===== src/rtl/axi4l_log_pkg.sv =====
// Shared types and frame constants for the AXI4-Lite logger byte serializer.
// Build option: AXI4L_LOG_SERIALIZER_CHECKSUM_EN appends an XOR checksum byte.
package axi4l_log_pkg;

    localparam int LOG_ADDR_W = 32;
    localparam int LOG_DATA_W = 32;

    typedef struct packed {
        logic                  rnw;
        logic [LOG_ADDR_W-1:0] addr;
        logic [LOG_DATA_W-1:0] data;
    } log_entry_t;

`ifdef AXI4L_LOG_SERIALIZER_CHECKSUM_EN
    localparam int FRAME_LEN = 10;
`else
    localparam int FRAME_LEN = 9;
`endif

    localparam logic [3:0] LAST_IDX = 4'(FRAME_LEN - 1);

    typedef enum logic {IDLE, SEND} state_t;

endpackage


===== src/rtl/log_frame_mux.sv =====
// Selects one frame byte (header, address, data, optional checksum) from a log entry.
// Build option: AXI4L_LOG_SERIALIZER_CHECKSUM_EN enables byte 9 = XOR of bytes 0..8.
module log_frame_mux
    import axi4l_log_pkg::*;
#(
    parameter logic [7:0] HDR_READ  = 8'h52,
    parameter logic [7:0] HDR_WRITE = 8'h57
) (
    input  log_entry_t entry,
    input  logic [3:0] idx,
    output logic [7:0] tx_byte
);

    logic [7:0] hdr;
    assign hdr = entry.rnw ? HDR_READ : HDR_WRITE;

    always_comb begin
        tx_byte = 8'h00;
        case (idx)
            4'd0: tx_byte = hdr;
            4'd1: tx_byte = entry.addr[31:24];
            4'd2: tx_byte = entry.addr[23:16];
            4'd3: tx_byte = entry.addr[15:8];
            4'd4: tx_byte = entry.addr[7:0];
            4'd5: tx_byte = entry.data[31:24];
            4'd6: tx_byte = entry.data[23:16];
            4'd7: tx_byte = entry.data[15:8];
            4'd8: tx_byte = entry.data[7:0];
`ifdef AXI4L_LOG_SERIALIZER_CHECKSUM_EN
            4'd9: tx_byte = hdr ^ entry.addr[31:24] ^ entry.addr[23:16] ^ entry.addr[15:8]
                          ^ entry.addr[7:0] ^ entry.data[31:24] ^ entry.data[23:16]
                          ^ entry.data[15:8] ^ entry.data[7:0];
`endif
            default: tx_byte = 8'h00;
        endcase
    end

endmodule


===== src/rtl/axi4l_log_serializer.sv =====
// Pops logger FIFO entries and streams each as a fixed-length byte frame over valid/ready.
// Build option: AXI4L_LOG_SERIALIZER_CHECKSUM_EN adds a trailing XOR checksum byte.
module axi4l_log_serializer
    import axi4l_log_pkg::*;
#(
    parameter logic [7:0] HDR_READ  = 8'h52,
    parameter logic [7:0] HDR_WRITE = 8'h57,
    parameter int         CNT_WIDTH = 16
) (
    input  logic                 clk,
    input  logic                 nrst,
    input  logic                 en,
    input  logic                 empty,
    output logic                 r_req,
    input  logic                 r_rnw,
    input  logic [31:0]          r_addr,
    input  logic [31:0]          r_data,
    output logic                 tx_valid,
    input  logic                 tx_ready,
    output logic [7:0]           tx_data,
    output logic                 busy,
    output logic [CNT_WIDTH-1:0] frame_cnt
);

    state_t     state;
    logic [3:0] idx;
    log_entry_t entry;

    log_entry_t pop_entry;
    log_entry_t mux_entry;
    logic [3:0] mux_idx;
    logic [7:0] next_byte;
    logic       hs;

    // Gated by nrst so nothing is popped (and lost) while reset is held.
    assign r_req     = nrst & en & ~empty & (state == IDLE);
    assign pop_entry = {r_rnw, r_addr, r_data};
    assign hs        = tx_valid & tx_ready;

    // In IDLE the mux looks at the FIFO head so byte 0 is registered on the pop edge.
    assign mux_entry = (state == IDLE) ? pop_entry : entry;
    assign mux_idx   = (state == IDLE) ? 4'd0 : idx + 4'd1;

    log_frame_mux #(
        .HDR_READ (HDR_READ),
        .HDR_WRITE(HDR_WRITE)
    ) u_mux (
        .entry  (mux_entry),
        .idx    (mux_idx),
        .tx_byte(next_byte)
    );

    always_ff @(posedge clk) begin
        if (!nrst) begin
            state     <= IDLE;
            idx       <= 4'd0;
            entry     <= '0;
            tx_valid  <= 1'b0;
            tx_data   <= 8'h00;
            busy      <= 1'b0;
            frame_cnt <= '0;
        end else begin
            case (state)
                IDLE: begin
                    if (r_req) begin
                        entry    <= pop_entry;
                        idx      <= 4'd0;
                        tx_data  <= next_byte;
                        tx_valid <= 1'b1;
                        busy     <= 1'b1;
                        state    <= SEND;
                    end
                end
                SEND: begin
                    if (hs) begin
                        if (idx == LAST_IDX) begin
                            tx_valid  <= 1'b0;
                            busy      <= 1'b0;
                            frame_cnt <= frame_cnt + {{(CNT_WIDTH-1){1'b0}}, 1'b1};
                            state     <= IDLE;
                        end else begin
                            idx     <= idx + 4'd1;
                            tx_data <= next_byte;
                        end
                    end
                end
                default: state <= IDLE;
            endcase
        end
    end

endmodule


===== config.mk =====
export PLATFORM = sky130hd
export DESIGN_NAME = axi4l_log_serializer
export DESIGN_NICKNAME = d
export VERILOG_FILES = /design/src/rtl/axi4l_log_pkg.sv /design/src/rtl/log_frame_mux.sv /design/src/rtl/axi4l_log_serializer.sv
export SDC_FILE = /design/constraint.sdc
export NUM_CORES = 1
export LEC_CHECK = 0
export BUFFER_PORTS_ARGS = -buffer_cell sky130_fd_sc_hd__buf_2
export CORE_AREA = 4 4 101 103
export DETAILED_ROUTE_END_ITERATION = 12
export DIE_AREA = 0 0 105 107
export GPL_ROUTABILITY_DRIVEN = 0
export PLACE_DENSITY = 0.74
export SYNTH_ARGS = -nofsm -noshare
export SYNTH_HDL_FRONTEND = slang
export SYNTH_SLANG_ARGS = --single-unit

===== constraint.sdc =====
create_clock -name clk -period 2.2 [get_ports clk]
set_input_delay 0.44 -clock clk [delete_from_list [all_inputs] [get_ports clk]]
set_output_delay 0.44 -clock clk [all_outputs]
set_load 0.02 [all_outputs]

==> out/results.ini <==
[outcome]
outcome = finished clean

[placed_design]
dp.cells = 738
dp_hpwl_mm = 8.375
io_buffers = 96

[setup_path]
crit_path_max_incr_delay_ps = 330
cpMostUsedCell = buf_4
critPathMaxFanout = 8
cp_cell_sequence = buf_4 -> ha_1 -> buf_4 -> and4bb_1 -> a41oi_4 -> o21bai_1 -> o211ai_1 -> a211o_1
critPathSlowestCell = dfxtp_1
cp-start-kind = flip-flop
critical_path_class = flip-flop to flip-flop
critPathArrivalTime_ps = 2400
cp.required_ps = 2460
crit_path_end_kind = flip-flop

[logic_synthesis]
ys_ff_latch = 95
synth_top_cells_by_area = dfxtp_1 43%, nand2_1 13%, o21ai_0 9.1%
yosys.area.top_type_share = 0.4293
ys.flop_type = dfxtp_1
yosysMostFrequentCell = nand2_1
yosys-top-cells-count = 148 x nand2_1, 95 x dfxtp_1, 81 x o21ai_0
async_reset_ff_frac = 0
ys_types = 69
synth-seq-area-share = 0.4293
avgSynthCellArea_um2 = 8.012
synthesis.nets = 626
synth_warnings = 0
syn-cell-area_um2 = 4430
synth_area_leader_cell = dfxtp_1
synth_edf_count = 0
syn-instance-count = 553

[timing]
drv_slew = 0
fin_crit_sh = 0.9757
timing.slew.headroom = 0.4231
finalSetupViolCount = 0
setup-tns-final_ps = 0
min_period_ps = 2147
tightest_slew_ps = 865.3
fmax_mhz = 465.9
hold_viol = 0
fin_worst_skew_ps = 12.32

[die]
die_x_um = 105
die_h_um = 107
io_pins = 97
start_util = 0.4818
row_count = 35
core-area_um2 = 9196
dieArea_um2 = 11240

[final_layout]
drive_gt1_frac = 0.2392
num-nets-final = 716
area_growth_pct = 20.73
n_antenna_cell = 0
fin_cells = 759

[run]
drv_cap = 0

[route]
first_pass_iters = 5
routed-via-count = 4169
met1_length_mm = 4.969
wl_per_cell_um = 15.06
highest_layer = met4
ant_nets = 0
met3_length_um = 668
wl_mm = 11.43
met2_length_mm = 5.526
drtIter0Drc = 316
detail_route.vias_per_cell = 5.493
remaining_drc_errors = 0

[global_route]
grt_antenna_before_repair = 0
gr-total-overflow = 0
grt_usage = 0.2052
grt_pass1_vias = 4020
grt_pass1_wl_mm = 18.92
grt_max_degree = 94

[clocking]
clock_latency_ps = 360
cts_buffer_depth = 2
cts_root_buf = clkbuf_8
clkSinkCount = 95
htree_num_levels = 3
cts_tree = built
cts_made_buffers = 9
clk_pin_slew_ps = 100

[worst_hold_path]
hold_class = primary input to flip-flop

[power]
p_per_area_nw_per_um2 = 660.9
power_mw = 3.535
p_leak_nw = 2.172
vdd_ir_drop_max_mv = 0.3366

==> placed cells by master, fill, tap and decap left out, types with 6 or more instances in the layout <==
| cell | netlist | layout |
|---|---|---|
| inv_1 | 10 | 10 |
| nor3_1 | 8 | 7 |
| nand3_1 | 14 | 14 |
| and3_1 | 6 | 6 |
| a21oi_1 | 8 | 8 |
| nand2_1 | 148 | 148 |
| buf_2 | 10 | 96 |
| clkbuf_8 | 0 | 9 |
| and2_1 | 15 | 15 |
| nor2_1 | 12 | 12 |
| buf_4 | 3 | 22 |
| mux2i_1 | 8 | 8 |
| dfxtp_1 | 95 | 93 |
| o21ai_0 | 81 | 81 |
| xor2_1 | 8 | 8 |
==> through the flow <==
stage	worst slack (ps)	hold WS (ps)	instance area, um2	util
floorplan	11.23	431.4	4442	-
global placement	134.5	442.8	5027	0.5467
detailed placement	57.54	450.2	5027	0.5467
CTS	40.00	258.9	5285	0.5747
global route	-22.49	262.6	5349	0.5816
finish	53.39	267.7	5349	0.5816
==> layout make-up <==
type	count	area (um2)
Clock inverter	7	117.6
Fill cell	858	3847
Sequential cell	95	1904
Tap cell	111	138.9
Multi-Input combinational cell	408	2366
Timing Repair Buffer	119	660.6
Inverter	10	37.54
Clock buffer	9	123.9
==> worst max-delay path, delay by kind of cell (launching register included) <==
| kind | cells | cell delay, ps |
|---|---|---|
| buf+inv | 2 | 340 |
| fa+ha+maj | 1 | 240 |
| compound gates | 4 | 910 |
| simple gates | 1 | 230 |
| flops | 1 | 330 |
==> sequential cells by signal, indices dropped and copies added (netlist names) <==
register   cells
busy           1
tx_data        8
entry         65
frame_cnt     16
state          1
idx            4
==> power by group <==
part           switching [mW]  internal (mW)
clock network           0.619          0.760
logic                   0.174          0.133
registers              0.0556           1.79
==> cell families (layout without fill, tap and decap cells) <==
logic type,after synthesis,in the layout,synth area share
and+or+nand+nor,239,239,0.2533
AOI/OAI and AO/OA,142,142,0.2090
DFF,95,95,0.4293
buffers and inverters,50,145,0.04773
xor gates and xnor gates,13,13,0.02570
muxes,11,11,0.02655
adders and majority gates,3,3,0.008473
==> what timing repair did <==
| action | in CTS | in global routing |
|---|---|---|
| buffers inserted | 1 | 4 |
| gates resized for setup | 3 | 6 |
| pin swaps | 1 | 3 |
| endpoints found under the setup margin | 1 | 5 |
| hold buffers | 0 | 0 |
==> final timing paths <==
| kind | startpoint | endpoint | slack [ps] | cells past startpoint |
|---|---|---|---|---|
| max | idx[1] | tx_data[7] | 50 | 8 |
| min | r_addr[22] | entry[54] | 270 | 3 |
| max reg2reg | idx[1] | tx_data[7] | 50 | 8 |
| min reg2reg | entry[53] | entry[53] | 460 | 2 |
==> routing by layer <==
| layer | track usage | vias to the layer above |
|---|---|---|
| met5 | 0 | - |
| met3 | 0.03672 | 21 |
| li1 | - | 2089 |
| met4 | 0.07310 | 0 |
| met2 | 0.3524 | 140 |
| met1 | 0.2586 | 1919 |
(Power assumes the default switching activity.)
